## config.mk

```make
export PLATFORM = sky130hd
export DESIGN_NAME = liteic_slave_rd_arbiter_flat
export DESIGN_NICKNAME = d
export VERILOG_FILES = /design/src/rtl/liteic_slave_rd_arbiter_if.sv /design/src/rtl/liteic_slave_rd_arbiter.sv /design/src/flat_wrapper.sv
export SDC_FILE = /design/constraint.sdc
export NUM_CORES = 1
export LEC_CHECK = 0
export ABC_AREA = 0
export BUFFER_PORTS_ARGS = -buffer_cell sky130_fd_sc_hd__buf_2
export CORE_MARGIN = 2
export CORE_UTILIZATION = 37
export CTS_CLUSTER_DIAMETER = 60
export DETAILED_ROUTE_END_ITERATION = 8
export PLACE_DENSITY = 0.83
export SETUP_SLACK_MARGIN = 0.1
export SLEW_MARGIN = 20
export SYNTH_ARGS = -nofsm -noshare
export SYNTH_HDL_FRONTEND = slang
export SYNTH_SLANG_ARGS = --single-unit
export TNS_END_PERCENT = 30
```

## constraint.sdc

```tcl
create_clock -name clk_i -period 1.55 [get_ports clk_i]
set_input_delay 0.0775 -clock clk_i [delete_from_list [all_inputs] [get_ports clk_i]]
set_output_delay 0.0775 -clock clk_i [all_outputs]
set_load 0.01 [all_outputs]
```

## src/rtl/liteic_slave_rd_arbiter_if.sv

```systemverilog
`default_nettype none
// ============================================================================
// Module   : liteic_slave_rd_arbiter_if
// Brief    : Master-slot request/response and slave AR/R signals of one
//            interconnect slave read node.
// Revision : 1.0
// ============================================================================
interface liteic_slave_rd_arbiter_if #(
  parameter int NUM_MST = 4,
  parameter int ADDR_W  = 8,
  parameter int DATA_W  = 32
) ();
  localparam int GNT_W = (NUM_MST == 1) ? 1 : $clog2(NUM_MST);

  logic [NUM_MST-1:0] req_val_i;
  logic [ADDR_W-1:0]  req_addr_i [NUM_MST];
  logic [NUM_MST-1:0] req_rdy_o;
  logic [NUM_MST-1:0] resp_rdy_i;
  logic [NUM_MST-1:0] resp_val_o;
  logic [DATA_W+1:0]  resp_data_o;
  logic               ar_valid_o;
  logic [ADDR_W-1:0]  ar_addr_o;
  logic               ar_ready_i;
  logic               r_valid_i;
  logic [DATA_W-1:0]  r_data_i;
  logic [1:0]         r_resp_i;
  logic               r_ready_o;
  logic [GNT_W-1:0]   gnt_id_o;
  logic               busy_o;

  modport slave (
    input  req_val_i, req_addr_i, resp_rdy_i, ar_ready_i, r_valid_i, r_data_i, r_resp_i,
    output req_rdy_o, resp_val_o, resp_data_o, ar_valid_o, ar_addr_o, r_ready_o,
           gnt_id_o, busy_o
  );

  modport master (
    output req_val_i, req_addr_i, resp_rdy_i, ar_ready_i, r_valid_i, r_data_i, r_resp_i,
    input  req_rdy_o, resp_val_o, resp_data_o, ar_valid_o, ar_addr_o, r_ready_o,
           gnt_id_o, busy_o
  );
endinterface
`default_nettype wire

```

## src/rtl/liteic_slave_rd_arbiter.sv

```systemverilog
`default_nettype none
// ============================================================================
// Module   : liteic_slave_rd_arbiter
// Brief    : Round-robin AR/R arbiter sharing one AXI-Lite slave read port.
//            Define LITEIC_RD_TIMEOUT_EN to add the DATA-phase timeout.
// Revision : 1.0
// ============================================================================
module liteic_slave_rd_arbiter #(
  parameter int NUM_MST     = 4,
  parameter int ADDR_W      = 8,
  parameter int DATA_W      = 32,
  parameter int TIMEOUT_CYC = 256
) (
  input  logic                     clk_i,
  input  logic                     rstn_i,
  liteic_slave_rd_arbiter_if.slave bus
);
  localparam int GNT_W = (NUM_MST == 1) ? 1 : $clog2(NUM_MST);
  localparam logic [GNT_W-1:0] LAST_ID = GNT_W'(NUM_MST - 1);
  localparam logic [GNT_W:0]   NUM_EXT = (GNT_W + 1)'(NUM_MST);

  typedef enum logic [2:0] {
    ST_IDLE  = 3'd0,
    ST_ADDR  = 3'd1,
    ST_DATA  = 3'd2
`ifdef LITEIC_RD_TIMEOUT_EN
    ,
    ST_ERR   = 3'd3,
    ST_DRAIN = 3'd4
`endif
  } state_t;

  if (TIMEOUT_CYC < 2) begin : g_timeout_range
    $error("TIMEOUT_CYC must be at least 2");
  end

  logic [1:0]         rst_sync_q;
  logic               rst_n;
  state_t             state_q, state_d;
  logic [GNT_W-1:0]   rr_ptr_q, rr_ptr_d;
  logic [GNT_W-1:0]   gnt_id_q, gnt_id_d;
  logic [ADDR_W-1:0]  addr_q, addr_d;
  logic [GNT_W-1:0]   rr_next;
  logic               win_vld;
  logic [GNT_W-1:0]   win_id;
  logic [GNT_W:0]     pick_sum;
  logic [NUM_MST-1:0] win_oh, gnt_oh;
  logic [NUM_MST-1:0] req_rdy, resp_val;
  logic               ar_valid, r_ready;
  logic [DATA_W+1:0]  resp_data;

`ifdef LITEIC_RD_TIMEOUT_EN
  localparam int CNT_W = $clog2(TIMEOUT_CYC);
  localparam logic [CNT_W-1:0] CNT_LAST = CNT_W'(TIMEOUT_CYC - 1);
  logic [CNT_W-1:0] cnt_q, cnt_d;
`endif

  // Reset asserts immediately but releases only after two clock edges.
  always_ff @(posedge clk_i or negedge rstn_i) begin
    if (!rstn_i) rst_sync_q <= 2'b00;
    else         rst_sync_q <= {rst_sync_q[0], 1'b1};
  end
  assign rst_n = rst_sync_q[1];

  // Scan downward so the slot closest to rr_ptr is the last one written.
  always_comb begin
    win_vld  = 1'b0;
    win_id   = '0;
    pick_sum = '0;
    for (int k = NUM_MST - 1; k >= 0; k--) begin
      pick_sum = {1'b0, rr_ptr_q} + (GNT_W + 1)'(k);
      if (pick_sum >= NUM_EXT) pick_sum = pick_sum - NUM_EXT;
      if (bus.req_val_i[pick_sum[GNT_W-1:0]]) begin
        win_vld = 1'b1;
        win_id  = pick_sum[GNT_W-1:0];
      end
    end
    win_oh         = '0;
    win_oh[win_id] = 1'b1;
    gnt_oh           = '0;
    gnt_oh[gnt_id_q] = 1'b1;
  end

  assign rr_next = (gnt_id_q == LAST_ID) ? '0 : gnt_id_q + 1'b1;

  always_comb begin
    state_d   = state_q;
    rr_ptr_d  = rr_ptr_q;
    gnt_id_d  = gnt_id_q;
    addr_d    = addr_q;
    req_rdy   = '0;
    resp_val  = '0;
    ar_valid  = 1'b0;
    r_ready   = 1'b0;
    resp_data = {bus.r_data_i, bus.r_resp_i};
`ifdef LITEIC_RD_TIMEOUT_EN
    cnt_d     = cnt_q;
`endif
    case (state_q)
      ST_IDLE: begin
        // Gated so nothing is accepted while the reset release is in flight.
        if (win_vld && rst_n) begin
          req_rdy  = win_oh;
          gnt_id_d = win_id;
          addr_d   = bus.req_addr_i[win_id];
          state_d  = ST_ADDR;
        end
      end
      ST_ADDR: begin
        ar_valid = 1'b1;
        if (bus.ar_ready_i) begin
          state_d = ST_DATA;
`ifdef LITEIC_RD_TIMEOUT_EN
          cnt_d   = '0;
`endif
        end
      end
      ST_DATA: begin
        resp_val = gnt_oh & {NUM_MST{bus.r_valid_i}};
        r_ready  = bus.resp_rdy_i[gnt_id_q];
        if (bus.r_valid_i && r_ready) begin
          rr_ptr_d = rr_next;
          state_d  = ST_IDLE;
        end
`ifdef LITEIC_RD_TIMEOUT_EN
        else if (cnt_q == CNT_LAST) begin
          state_d = ST_ERR;
        end else begin
          cnt_d = cnt_q + 1'b1;
        end
`endif
      end
`ifdef LITEIC_RD_TIMEOUT_EN
      ST_ERR: begin
        resp_val  = gnt_oh;
        resp_data = {{DATA_W{1'b0}}, 2'b10};
        if (bus.resp_rdy_i[gnt_id_q]) begin
          rr_ptr_d = rr_next;
          state_d  = ST_DRAIN;
        end
      end
      // The late beat of the timed-out read is swallowed here.
      ST_DRAIN: begin
        r_ready = 1'b1;
        if (bus.r_valid_i) state_d = ST_IDLE;
      end
`endif
      default: state_d = ST_IDLE;
    endcase
  end

  always_ff @(posedge clk_i or negedge rst_n) begin
    if (!rst_n) begin
      state_q  <= ST_IDLE;
      rr_ptr_q <= '0;
      gnt_id_q <= '0;
      addr_q   <= '0;
    end else begin
      state_q  <= state_d;
      rr_ptr_q <= rr_ptr_d;
      gnt_id_q <= gnt_id_d;
      addr_q   <= addr_d;
    end
  end

`ifdef LITEIC_RD_TIMEOUT_EN
  always_ff @(posedge clk_i or negedge rst_n) begin
    if (!rst_n) cnt_q <= '0;
    else        cnt_q <= cnt_d;
  end
`endif

  assign bus.req_rdy_o   = req_rdy;
  assign bus.resp_val_o  = resp_val;
  assign bus.resp_data_o = resp_data;
  assign bus.ar_valid_o  = ar_valid;
  assign bus.ar_addr_o   = addr_q;
  assign bus.r_ready_o   = r_ready;
  assign bus.gnt_id_o    = gnt_id_q;
  assign bus.busy_o      = (state_q != ST_IDLE);

endmodule
`default_nettype wire

```

## src/flat_wrapper.sv

```systemverilog
// flat-port wrapper written by rule: the top's interface ports become plain ports
module liteic_slave_rd_arbiter_flat 
#(
  parameter int NUM_MST     = 4,
  parameter int ADDR_W      = 8,
  parameter int DATA_W      = 32,
  parameter int TIMEOUT_CYC = 256
)
  (clk_i, rstn_i, bus_req_val_i, bus_req_addr_i, bus_resp_rdy_i, bus_ar_ready_i, bus_r_valid_i, bus_r_data_i, bus_r_resp_i, bus_req_rdy_o, bus_resp_val_o, bus_resp_data_o, bus_ar_valid_o, bus_ar_addr_o, bus_r_ready_o, bus_gnt_id_o, bus_busy_o);
  liteic_slave_rd_arbiter_if #(.NUM_MST(NUM_MST), .ADDR_W(ADDR_W), .DATA_W(DATA_W)) bus_i ();
  input  logic clk_i;
  input  logic rstn_i;
  input wire logic [$bits(bus_i.req_val_i)-1:0] bus_req_val_i;
  input wire logic [$bits(bus_i.req_addr_i)-1:0] bus_req_addr_i;
  input wire logic [$bits(bus_i.resp_rdy_i)-1:0] bus_resp_rdy_i;
  input wire logic [$bits(bus_i.ar_ready_i)-1:0] bus_ar_ready_i;
  input wire logic [$bits(bus_i.r_valid_i)-1:0] bus_r_valid_i;
  input wire logic [$bits(bus_i.r_data_i)-1:0] bus_r_data_i;
  input wire logic [$bits(bus_i.r_resp_i)-1:0] bus_r_resp_i;
  output wire logic [$bits(bus_i.req_rdy_o)-1:0] bus_req_rdy_o;
  output wire logic [$bits(bus_i.resp_val_o)-1:0] bus_resp_val_o;
  output wire logic [$bits(bus_i.resp_data_o)-1:0] bus_resp_data_o;
  output wire logic [$bits(bus_i.ar_valid_o)-1:0] bus_ar_valid_o;
  output wire logic [$bits(bus_i.ar_addr_o)-1:0] bus_ar_addr_o;
  output wire logic [$bits(bus_i.r_ready_o)-1:0] bus_r_ready_o;
  output wire logic [$bits(bus_i.gnt_id_o)-1:0] bus_gnt_id_o;
  output wire logic [$bits(bus_i.busy_o)-1:0] bus_busy_o;
  assign bus_i.req_val_i = bus_req_val_i;
  assign bus_i.req_addr_i = {>>{bus_req_addr_i}};
  assign bus_i.resp_rdy_i = bus_resp_rdy_i;
  assign bus_i.ar_ready_i = bus_ar_ready_i;
  assign bus_i.r_valid_i = bus_r_valid_i;
  assign bus_i.r_data_i = bus_r_data_i;
  assign bus_i.r_resp_i = bus_r_resp_i;
  assign bus_req_rdy_o = bus_i.req_rdy_o;
  assign bus_resp_val_o = bus_i.resp_val_o;
  assign bus_resp_data_o = bus_i.resp_data_o;
  assign bus_ar_valid_o = bus_i.ar_valid_o;
  assign bus_ar_addr_o = bus_i.ar_addr_o;
  assign bus_r_ready_o = bus_i.r_ready_o;
  assign bus_gnt_id_o = bus_i.gnt_id_o;
  assign bus_busy_o = bus_i.busy_o;
  liteic_slave_rd_arbiter #(.NUM_MST(NUM_MST), .ADDR_W(ADDR_W), .DATA_W(DATA_W), .TIMEOUT_CYC(TIMEOUT_CYC)) u_core (.clk_i(clk_i), .rstn_i(rstn_i), .bus(bus_i));
endmodule
```

After elaboration in Yosys (flattened, before gate mapping):

Cells that the tools add are included.
W data, S select, Z words.

* register bits: 17
* bits of input ports: 78
* word-level logic and storage cells: 82

* $add $sub $neg: 8
* order comparisons: 13
* eq/ne operators: 6
* mux-type cells: 39
* bitwise gates (word level): 2
* reductions and logical operators: 9

Operators with widths (count)
* $lt A2 B3 Y1 const B: 6
* $mux W2: 9
* $bmux W8 S2: 1
* $mux W8: 2
* $mux W1: 13
* $ge A3 B3 Y1 const B: 4
* $mux W4: 3
* $bmux W1 S2: 5
* $mux W3: 3
* $pmux W3 S3: 1
* $sub A2 B1 Y2 const B: 4
* $add A2 B2 Y3 const B: 2
* $and A4 B4 Y4: 1
* $demux W1 S2: 2
* $ge A2 B1 Y1 const B: 2
* $logic_and A1 B1 Y1: 4
* $ne A2 B1 Y1 const B: 2
* $reduce_and A2 Y1: 2
* $add A2 B1 Y3 const B: 1
* $eq A3 B1 Y1 const B: 1
* $eq A3 B2 Y1 const B: 1
* $ge A2 B3 Y1 const B: 1
* $logic_not A3 Y1: 1
* $not A2 Y3: 1
* other kinds (5): 5

Logic depth before layout (Yosys ltp):

* word-level depth: 15
* mapped depth: 8
* mapped depth without buffers: 5

Worst setup path before layout:

OpenSTA, ideal clock, no wires.

* path kind: register to register
* start point: reg u_core.rst_sync_q[1]
* end point: reg u_core.addr_q[3], in the netlist u_core.bus.ar_addr_o[3]
* arrival time: 1573 ps
* data required time: 1446 ps
* setup slack: -127 ps
* cell stages (with the launch flop): 6
* clock period less this slack: 1677 ps
* cells stage by stage: dfrtp_1 -> or3b_1 -> buf_2 -> buf_2 -> a211o_1 -> o311ai_1

* cells in the longest elaborated chain, start to end: 2

RTL lines
* start: declaration: RTL line liteic_slave_rd_arbiter.sv:37 `logic [1:0] rst_sync_q;`
* start signal: assignment: RTL line liteic_slave_rd_arbiter.sv:61 `else rst_sync_q <= {rst_sync_q[0], 1'b1};`
* $logic_and A1 B1 Y1: RTL line liteic_slave_rd_arbiter.sv:102 `if (win_vld && rst_n) begin`
* $reduce_and A2 Y1 (no line)
* end signal: assignment: RTL line liteic_slave_rd_arbiter.sv:162 `addr_q <= addr_d;`
* end: declaration: RTL line liteic_slave_rd_arbiter.sv:42 `logic [ADDR_W-1:0] addr_q, addr_d;`

No other way between the ends.
A chain may end at the register's enable or synchronous reset.

Worst setup path after layout:

* start point: reg u_core.state_q[1]
* end point: out bus_req_rdy_o[3]

* cells in the longest elaborated chain, start to end: 2

RTL lines
* start: declaration: RTL line liteic_slave_rd_arbiter.sv:39 `state_t state_q, state_d;`
* start signal: assignment: RTL line liteic_slave_rd_arbiter.sv:159 `state_q <= state_d;`
* $logic_not A3 Y1: RTL line liteic_slave_rd_arbiter.sv:99 `case (state_q)`
* $mux W4: RTL line liteic_slave_rd_arbiter.sv:99
* end: declaration: RTL line flat_wrapper.sv:20 `output wire logic [$bits(bus_i.req_rdy_o)-1:0] bus_req_rdy_o;`

No other way between the ends.

==> results.yml <==
status:
  status: "finished, violations left"
  violations: "setup timing"
floorplan:
  die_h_microns: 65.7
  initial_core_util: 0.384
  die_x_microns: 65.7
  row_count: 22
  dieArea_sq_mm: 0.00431
  ios: 133
  core-area_sq_mm: 0.00366
setup_path:
  crit_arrival_ps: 1720
  crit_slowest_cell: "or3b_4"
  path_cells: "or2_1 > or3b_4 > buf_12 > nor3_4 > buf_2"
  critPathTopFamily: "simple AND/OR/NAND/NOR gates"
  path_max_fanout: 6
  worstSetupEndpointType: "output pin"
  cpPeakStageDelay_ps: 410
  critPathKind: "flip-flop to output pin"
  worst_r2r_endpoint: "u_core.bus.ar_addr_o[6]$_DFFE_PN0P_"
  rrSetupSlack_ps: -200
  rr_worst_depth: 6
  crit_buf_inv: 2
  crit_required_ps: 1470
  timing.rr.start: "u_core.state_q[1]$_DFFE_PN0P_"
  start_kind: "flip-flop"
detailed_routing:
  dr.pass1.iters: 4
  drt_iter0_drc: 47
  vias: 1302
  routed_wl_microns: 3990
  ant_nets: 0
  via_per_inst: 5.21
  wl_per_cell_microns: 15.9
  drcViolationCount: 0
power_and_ir_drop:
  powerDensity_mw_per_mm2: 1650
  combPwrFrac: 0.633
  irDropWorstVdd_mv: 0.612
  power_frac_seq: 0.239
  power.total_mw: 3.00
  p_int_mw: 1.77
  p_sw_mw: 1.23
  p_sw_frac: 0.410
  p_leak_nw: 0.931
  clkPwrFrac: 0.128
clocking:
  cts_tree: "yes"
  cts-buffers-inserted: 3
  insertion_delay_ps: 260
  cts_root_buffer: "clkbuf_8"
  clk_pin_slew_ps: 70
  cts_buffer_depth: 2
  cts_sinks: 16
  htree_levels: 1
layout:
  antenna_cells: 0
  fillers: 338
  multi_input_area_sq_um: 732
  drive_gt1_frac: 0.535
  nNetsFinal: 285
  area_delta_synth_final_pct: 29.3
  design_area_sq_mm: 0.00182
  ff_latch_area_sq_um: 403
worst_hold_path:
  whs_path_depth: 2
  worstHoldStart: "bus_ar_ready_i"
  hold_class: "input pin to flip-flop"
  min_to: "u_core.state_q[0]$_DFFE_PN0P_"
synth:
  synth_nets: 237
  ys_seq_area_frac: 0.284
  ys_seq_elements: 16
  syn-mean-instance-area_sq_um: 9.08
  synth.distinct_cells: 35
  ys_warn_count: 0
  syn-cell-area_sq_mm: 0.00141
  syn_inst: 155
global_routing:
  gr-total-overflow: 0
  antenna_found_initial: 0
  grt_start_max_net_pins: 17
  grt_usage: 0.181
  grt_pass1_vias: 1296
  grt_pass1_wl_microns: 5990
flow_run:
  cap_violations: 0
sta:
  slew_viol_final: 0
  fin_crit_ps: 1800
  holdWs_ps: 32.6
  setup_viol: 15
  finalHoldViolCount: 0
  rsz0062_at_grt: "yes"
  finClkSkew_ps: 0.787
  finalWorstSetupSlack_ps: -246
  max_freq_mhz: 557
  fin_crit_sh: 1.16
placement:
  portBuffers: 64
  dp_hpwl_microns: 2700
  placed_cell_area_sq_mm: 0.00160
  routabilityCongestion: 0.832
[worst max-delay path by stage]
stage                                         startpoint  slack (ps)                                  end  cells past startpoint
after floorplan            u_core.state_q[1]$_DFFE_PN0P_         -80  u_core.bus.ar_addr_o[3]$_DFFE_PN0P_                      6
after global placement     u_core.state_q[1]$_DFFE_PN0P_         -10  u_core.bus.ar_addr_o[0]$_DFFE_PN0P_                      5
after detailed placement   u_core.state_q[1]$_DFFE_PN0P_         -70  u_core.bus.ar_addr_o[2]$_DFFE_PN0P_                      5
after CTS                  u_core.state_q[0]$_DFFE_PN0P_        -250                     bus_req_rdy_o[2]                      5
after global routing      u_core.rr_ptr_q[1]$_DFFE_PN0P_        -320  u_core.bus.ar_addr_o[0]$_DFFE_PN0P_                      7
final                      u_core.state_q[1]$_DFFE_PN0P_        -250                     bus_req_rdy_o[3]                      5
[power groups by stage]
| stage | Combinational (mW) | Clock, mW | Sequential, mW |
|---|---|---|---|
| floorplan | 1.02 | 0 | 0.772 |
| global placement | 1.51 | 0 | 0.715 |
| detailed placement | 1.54 | 0 | 0.718 |
| CTS | 1.78 | 0.386 | 0.711 |
| global route | 2.04 | 0.399 | 0.741 |
| finish | 1.90 | 0.384 | 0.718 |
[logic make-up after synthesis]
kind of cell / count (synthesis) / synth area share
other cells: 1 / 0.00266
compound gates: 37 / 0.189
buf+inv: 47 / 0.244
fa+ha+maj: 4 / 0.0356
mux: 11 / 0.0880
flops: 16 / 0.284
simple gates: 39 / 0.156
[placed cells by master (no fill, tap or decap), types with 2 or more instances in the layout]
master,instances
o21ai_0,11
and3_1,4
buf_4,15
a211o_1,8
o22ai_1,2
dfrtp_1,14
ha_1,4
nor3_2,2
nor3_4,2
buf_6,4
clkbuf_8,4
mux2i_1,8
a21oi_1,2
nand2_1,12
dfrtp_2,2
buf_12,2
o311ai_1,6
buf_2,63
inv_1,4
o311ai_2,2
nand3_1,8
[synthesized netlist by cell type]
master | number | area, sq um
buf_2 | 3 | 15.0
o22a_1 | 2 | 17.5
mux2i_1 | 9 | 90.1
a22o_1 | 1 | 8.76
nor2_1 | 1 | 3.75
nand2b_1 | 1 | 6.26
nor4_1 | 1 | 6.26
dfrtp_1 | 16 | 400
a21oi_1 | 2 | 10.0
mux4_2 | 1 | 22.5
nand3_1 | 9 | 45.0
or3b_1 | 2 | 17.5
nor3b_2 | 1 | 12.5
o311ai_1 | 8 | 70.1
and3_1 | 4 | 25.0
nand2_1 | 12 | 45.0
clkbuf_1 | 2 | 7.51
ha_1 | 4 | 50.1
buf_4 | 35 | 263
buf_12 | 1 | 20.0
o31ai_1 | 1 | 7.51
buf_6 | 2 | 22.5
and2_1 | 1 | 6.26
conb_1 | 1 | 3.75
a21boi_1 | 1 | 7.51
or2_1 | 1 | 6.26
nor3_1 | 4 | 20.0
nand2_8 | 1 | 20.0
nor2b_1 | 1 | 6.26
o21ai_0 | 11 | 55.1
o22ai_1 | 2 | 12.5
inv_1 | 4 | 15.0
mux2_2 | 1 | 11.3
o21a_1 | 1 | 7.51
a211o_1 | 8 | 70.1
[routing by layer]
metal	wire length, microns	GRT usage
met5	0	0
met4	119	0.0885
met3	320	0.0548
met2	1940	0.287
met1	1610	0.223
[worst reg2reg max path: stages, from the launching register on]
cell and delay (ps):
dfrtp_1 380, or2_1 250, or3b_4 410, buf_12 160, buf_6 140, a211o_1 230
o311ai_1 80
[stage by stage]
step / utilization / setup WS (ps) / TNS [ps] / cells
CTS: 0.483 / -248 / -2710 / 248
detailed placement: 0.438 / -67.8 / -428 / 237
global placement: 0.438 / -13.5 / -61.3 / 237
global route: 0.497 / -325 / -3330 / 250
finish: 0.497 / -246 / -2500 / 250
floorplan: - / -78.1 / -831 / 155
[area by class of cell]
class / count / share of cell area
multi-input combinational: 92 / 0.402
tap: 48 / 0.0330
clock buffer: 4 / 0.0302
sequential: 16 / 0.221
inverter: 4 / 0.00825
timing repair buffer: 86 / 0.305
[flip-flops by register name, indices dropped and copies added (netlist names)]
signal                flops
u_core.rst_sync_q         2
u_core.bus.gnt_id_o       2
u_core.rr_ptr_q           2
u_core.bus.ar_addr_o      8
u_core.state_q            2
[repair_timing]
item                                   in CTS  in global routing
gates resized for setup                     7                  9
cloned                                      1                  0
hold buffers                                1                  0
setup endpoints to repair                  20                 19
pin swaps                                   3                  4
endpoints found under the hold margin       2                  0
buffers inserted                            5                  2
Note: power is estimated with default switching activity, not from simulation.
